### config.mk
export PLATFORM = sky130hd
export DESIGN_NAME = bwt_sort_ctrl
export DESIGN_NICKNAME = d
export VERILOG_FILES = /design/src/rtl/bwt_sort_ctrl.sv
export SDC_FILE = /design/constraint.sdc
export NUM_CORES = 1
export LEC_CHECK = 0
export CORE_MARGIN = 2
export CORE_UTILIZATION = 35
export DETAILED_ROUTE_END_ITERATION = 6
export PLACE_DENSITY = 0.7
export SETUP_SLACK_MARGIN = 0.1
export SYNTH_ARGS = -nofsm -noshare
export SYNTH_HDL_FRONTEND = slang
export SYNTH_SLANG_ARGS = --single-unit
### constraint.sdc
create_clock -name clk -period 2.2 [get_ports clk]
set_input_delay 0.33 -clock clk [delete_from_list [all_inputs] [get_ports clk]]
set_output_delay 0.33 -clock clk [all_outputs]
set_load 0.05 [all_outputs]
### src/rtl/bwt_sort_ctrl.sv
`default_nettype none
// ----------------------------------------------------------------------------
// bwt_sort_ctrl : block sequencer around the N-byte merge-sort datapath.
// Optional macro SORT_DONE_EN adds sort_done handshake and sticky err.
// Rev 1.0
// ----------------------------------------------------------------------------
module bwt_sort_ctrl #(
  parameter int unsigned N        = 8,
  parameter int unsigned SORT_LAT = 20,
  parameter logic [7:0]  PAD_CHAR = 8'h00
) (
  input  logic                    clk,
  input  logic                    rst,
  input  logic                    in_valid,
  input  logic [7:0]              in_data,
  input  logic                    in_last,
  output logic                    in_ready,
  output logic                    sort_start,
  output logic [8*N-1:0]          sort_data_in,
  input  logic [8*N-1:0]          sort_data_out,
  output logic                    out_valid,
  output logic [7:0]              out_data,
  output logic                    out_last,
  input  logic                    out_ready,
  output logic                    busy,
  output logic [$clog2(N+1)-1:0]  blk_len
`ifdef SORT_DONE_EN
  ,
  input  logic                    sort_done,
  output logic                    err
`endif
);

  localparam int unsigned IDX_W = $clog2(N+1);
  localparam int unsigned AW    = $clog2(N);
  localparam int unsigned CNT_W = $clog2(SORT_LAT+1);

  typedef enum logic [2:0] {
    S_LOAD  = 3'd0,
    S_PAD   = 3'd1,
    S_START = 3'd2,
    S_WAIT  = 3'd3,
    S_DRAIN = 3'd4
  } state_t;

  state_t             state_q, state_d;
  logic [IDX_W-1:0]   idx_q, idx_d;
  logic [IDX_W-1:0]   ridx_q, ridx_d;
  logic [IDX_W-1:0]   blk_len_q, blk_len_d;
  logic [CNT_W-1:0]   cnt_q, cnt_d;
  logic [7:0]         blk_buf_q [N];
  logic [7:0]         blk_buf_d [N];
  logic [7:0]         obuf_q [N];
  logic [7:0]         obuf_d [N];
  logic [AW-1:0]      wr_ptr;
  logic [AW-1:0]      rd_ptr;
`ifdef SORT_DONE_EN
  logic               err_q, err_d;
`endif

  assign wr_ptr  = idx_q[AW-1:0];
  assign rd_ptr  = ridx_q[AW-1:0];
  assign blk_len = blk_len_q;
  assign busy    = !((state_q == S_LOAD) && (idx_q == '0));
`ifdef SORT_DONE_EN
  assign err     = err_q;
`endif

  always_comb begin
    sort_data_in = '0;
    for (int i = 0; i < int'(N); i++) begin
      sort_data_in[8*i +: 8] = blk_buf_q[i];
    end
  end

  always_ff @(posedge clk or negedge rst) begin
    if (!rst) begin
      state_q   <= S_LOAD;
      idx_q     <= '0;
      ridx_q    <= '0;
      blk_len_q <= '0;
      cnt_q     <= '0;
      for (int i = 0; i < int'(N); i++) begin
        blk_buf_q[i] <= '0;
        obuf_q[i]    <= '0;
      end
`ifdef SORT_DONE_EN
      err_q     <= 1'b0;
`endif
    end else begin
      state_q   <= state_d;
      idx_q     <= idx_d;
      ridx_q    <= ridx_d;
      blk_len_q <= blk_len_d;
      cnt_q     <= cnt_d;
      blk_buf_q <= blk_buf_d;
      obuf_q    <= obuf_d;
`ifdef SORT_DONE_EN
      err_q     <= err_d;
`endif
    end
  end

  always_comb begin
    state_d    = state_q;
    idx_d      = idx_q;
    ridx_d     = ridx_q;
    blk_len_d  = blk_len_q;
    cnt_d      = cnt_q;
    blk_buf_d  = blk_buf_q;
    obuf_d     = obuf_q;
`ifdef SORT_DONE_EN
    err_d      = err_q;
`endif
    in_ready   = 1'b0;
    sort_start = 1'b0;
    out_valid  = 1'b0;
    out_data   = '0;
    out_last   = 1'b0;

    case (state_q)
      S_LOAD: begin
        // Held low during reset so nothing upstream sees a phantom accept.
        in_ready = rst;
        if (in_valid && rst) begin
          blk_buf_d[wr_ptr] = in_data;
          idx_d             = idx_q + 1'b1;
          if (in_last || (idx_q == IDX_W'(N-1))) begin
            blk_len_d = idx_q + 1'b1;
            state_d   = ((idx_q + 1'b1) < IDX_W'(N)) ? S_PAD : S_START;
          end
        end
      end
      S_PAD: begin
        blk_buf_d[wr_ptr] = PAD_CHAR;
        idx_d             = idx_q + 1'b1;
        if (idx_q == IDX_W'(N-1)) begin
          state_d = S_START;
        end
      end
      S_START: begin
        sort_start = 1'b1;
        cnt_d      = '0;
        state_d    = S_WAIT;
      end
      S_WAIT: begin
        cnt_d = cnt_q + 1'b1;
`ifdef SORT_DONE_EN
        if (sort_done) begin
          for (int i = 0; i < int'(N); i++) obuf_d[i] = sort_data_out[8*i +: 8];
          state_d = S_DRAIN;
        end else if (cnt_q == CNT_W'(SORT_LAT-1)) begin
          err_d   = 1'b1;
          idx_d   = '0;
          state_d = S_LOAD;
        end
`else
        if (cnt_q == CNT_W'(SORT_LAT-1)) begin
          for (int i = 0; i < int'(N); i++) obuf_d[i] = sort_data_out[8*i +: 8];
          state_d = S_DRAIN;
        end
`endif
      end
      S_DRAIN: begin
        out_valid = 1'b1;
        out_data  = obuf_q[rd_ptr];
        out_last  = (ridx_q == IDX_W'(N-1));
        if (out_ready) begin
          ridx_d = ridx_q + 1'b1;
          if (ridx_q == IDX_W'(N-1)) begin
            ridx_d  = '0;
            idx_d   = '0;
            state_d = S_LOAD;
          end
        end
      end
      default: state_d = S_LOAD;
    endcase
  end

endmodule
`default_nettype wire

==> metrics.csv <==
stage;metric;value;unit
status;status;complete, but fails checks;
status;failing checks;setup timing;
layout;area grow syn2layout;43.2;%
timing;Hold Vio Cnt, Final;0;
place;PortBufs;157;
cts;clock buffer count from CTS;17;
power;Psw;4.51;mW
layout;FF/Latch Area;3710;um2
power;Comb power frac;39.1;%
timing;Clock Skews;0.00709;ns
synthesis;flops & latches, synth;148;
layout;multi-input logic area;2570;um2
grt;grt ovf;0;
synthesis;ys async rst share;100;%
synthesis;Post-Syn Nets;551;
setup_path;CP max FO;5;
synthesis;EDFF count, synth;0;
setup_path;CP Data Arrival Time;2.02;ns
routing;vias;4632;
synthesis;Post-Synthesis Cells;470;
power;P_int;6.80;mW
setup_path;reg2reg start;cnt_q[0];
cts;CTS tree;yes;
timing;worst slew pin tran;0.612;ns
routing;1st-iter DRT viols;213;
floorplan;# rows;49;
floorplan;Die Wd;139;um
grt;antenna violations before repair;0;
floorplan;Die Ht;139;um
power;pwr dens;1230;nW/um2
setup_path;crit path kind;reg2out;
floorplan;total core area;18000;um2
cts;CTS H-tree depth;4;
synthesis;share of the synthesized area in the top cell type;57.9;%
power;Reg power frac;34.9;%
synthesis;main flop type after synthesis;dfrtp_1;
layout;fillers;1495;
routing;DRT Pass-1 Iters;4;
synthesis;Syn Area/Cell;13.6;um2
setup_path;reg2reg setup slack;0.24;ns
synthesis;Ys Warns;0;
timing;hold_ws;0.480;ns
timing;Max Slew Vio Count;0;
routing;drt drc;0;
timing;Relative slew margins;59.2;%
grt;first-pass GRT wire length;27100;um
power;VDD IR-drop max;0.000870;V
setup_path;Setup crit start kind;register;
synthesis;post-synth cell types;43;
floorplan;Ports;158;
floorplan;die area;19400;um2
timing;RSZ-0062 raised after global routing;yes;
routing;Total Routed Length;16700;um
hold_path;Worst Hold End;blk_len[0];
timing;setup violators final;8;
setup_path;R2R Path End;obuf_q[47];
power;P_leak;3.91;nW
setup_path;Crit. End Element;output pin;
cts;Reg clk slew, reported paths;0.07;ns
grt;largest net degree at the start of global routing;114;
timing;post-layout minimum cycle time;2.35;ns
power;Switching Fraction;39.9;%
hold_path;hold wc startpoint;blk_len[0];
layout;final instance area;9160;um2
timing;setup ws final;-0.148;ns
floorplan;Initial Util;35.6;%
synthesis;count leader, synth;dfrtp_1;
job;max cap viols;0;
synthesis;Synth top cells by count;dfrtp_1, mux2_2, a22o_1;
place;Placer Congestion;0.828;
grt;GRT Overall Usage;17.9;%
hold_path;path category of the worst min-delay check;reg2reg;
power;Clk pwr share;26.0;%
routing;DR vias/cell;5.17;
place;post-place instance area;8300;um2
layout;final net count;735;
synthesis;Seq/Total Area, Yosys;57.9;%
routing;drt wl/cell;18.6;um
place;Detail Placement HPWL;12000;um
setup_path;Worst R2R Path Depth;5;
hold_path;hold path cells;2;
routing;Routed Antenna Nets;0;
synthesis;Cell Area, Synth;6390;um2
power;Overall Power;11.3;mW
synthesis;largest cells by area after synthesis;dfrtp_1, mux2_2, a22o_1;
layout;# diodes;0;
cts;worst-skew pair later-pin latency;0.42;ns
timing;Final Cycle Share;107;%
cts;clk sinks;148;
synthesis;Synth area leader;dfrtp_1;
setup_path;CP required;1.87;ns
cts;clock root buffer;clkbuf_16;
timing;Max Clk Rate;426;MHz
grt;vias in the first global route;4906;
cts;clk buf depth;2;
layout;share of layout cells above drive strength 1;27.4;%
-- worst max-delay path: stages (launching register included) --
cell and delay (ns):
dfrtp_2 0.44, buf_12 0.13, buf_16 0.12, mux4_2 0.50
mux2i_1 0.19, nor2_2 0.07, buf_6 0.15
-- final cells by class --
class	instances	area share [%]
well taps	229	3.13
inverters	3	0.123
multi-input cells	295	28.0
repair buffers	189	21.7
clock inverters	15	1.87
clock buffers	17	4.64
flip-flops and latches	148	40.5
-- metal layers --
metal  wire (um)  part of all wire [%]  vias to the layer above  track usage (%)
met5           0                     0                        -                0
met4         324                   1.9                        0             5.85
met3        1350                   8.1                       26             6.18
met1        6810                    41                     2282             22.1
li1            -                     -                     2122                -
met2        8200                    49                      202             29.6
-- power by group through the flow --
stage | Clock, mW | Sequential [mW] | Combinational [mW]
6_report | 2.94 | 3.95 | 4.43
5_1_grt | 3.13 | 4.04 | 4.69
4_1_cts | 3.00 | 3.95 | 4.39
3_5_place_dp | 0 | 3.99 | 4.34
3_3_place_gp | 0 | 3.94 | 4.25
2_1_floorplan | 0 | 5.19 | 1.52
-- state kept, by name, summed over array words and instances (netlist names) --
name,count
blk_len,4
cnt_q,5
idx_q,4
obuf_q,64
ridx_q,4
sort_data_in,64
state_q,3
-- layout by cell type (no fill, tap or decap), types with 2 or more instances in the layout --
master,instances
o211ai_1,2
a21oi_1,3
inv_6,5
a21o_1,3
ha_1,3
nand4b_1,2
buf_16,2
nand2_1,35
a31oi_1,2
nor2_1,25
inv_1,2
buf_4,23
nand3_1,11
buf_12,10
mux2i_1,8
o21ai_0,20
xnor2_1,3
nand3b_1,3
mux4_2,16
mux2_2,63
buf_6,9
dfrtp_1,143
nor3_1,3
inv_8,8
dfrtp_2,5
mux2_1,4
a22o_1,59
clkdlybuf4s50_1,143
clkbuf_16,17
nor2_2,10
-- worst max path at each step --
stage,start,endpoint,slack (ns),cells past startpoint
6_report,ridx_q[0],out_data[5],-0.15,6
5_1_grt,ridx_q[0],out_data[1],-0.25,6
4_1_cts,ridx_q[0],out_data[6],-0.18,6
3_5_place_dp,in_valid,sort_data_in[43],0.09,5
3_3_place_gp,in_valid,sort_data_in[37],0.16,5
2_1_floorplan,state_q[0],blk_len[1],0.18,3
-- stage by stage --
| stage | worst slack [ns] | instances | util, % | setup TNS [ns] |
|---|---|---|---|---|
| after global routing | -0.247 | 896 | 51.0 | -1.81 |
| after floorplan | 0.178 | 470 | - | 0 |
| after global placement | 0.158 | 848 | 46.2 | 0 |
| after CTS | -0.181 | 891 | 50.7 | -1.28 |
| final | -0.148 | 896 | 51.0 | -1.08 |
| after detailed placement | 0.0905 | 848 | 46.2 | 0 |
-- repair_timing --
item / in CTS / in global routing
hold buffers: 1 / 0
hold endpoints to repair: 35 / 0
setup buffers: 8 / 6
pin swaps: 3 / 4
endpoints found under the setup margin: 11 / 20
gates cloned: 2 / 0
gates resized for setup: 20 / 4
-- logic make-up after synthesis --
logic type	share of synthesized area, %
compound gates	11.0
xor+xnor	0.411
fa+ha+maj	0.783
buf+inv	2.68
flops	57.9
mux	18.7
simple gates	8.51
No activity file was read; power rests on OpenSTA's default activity.
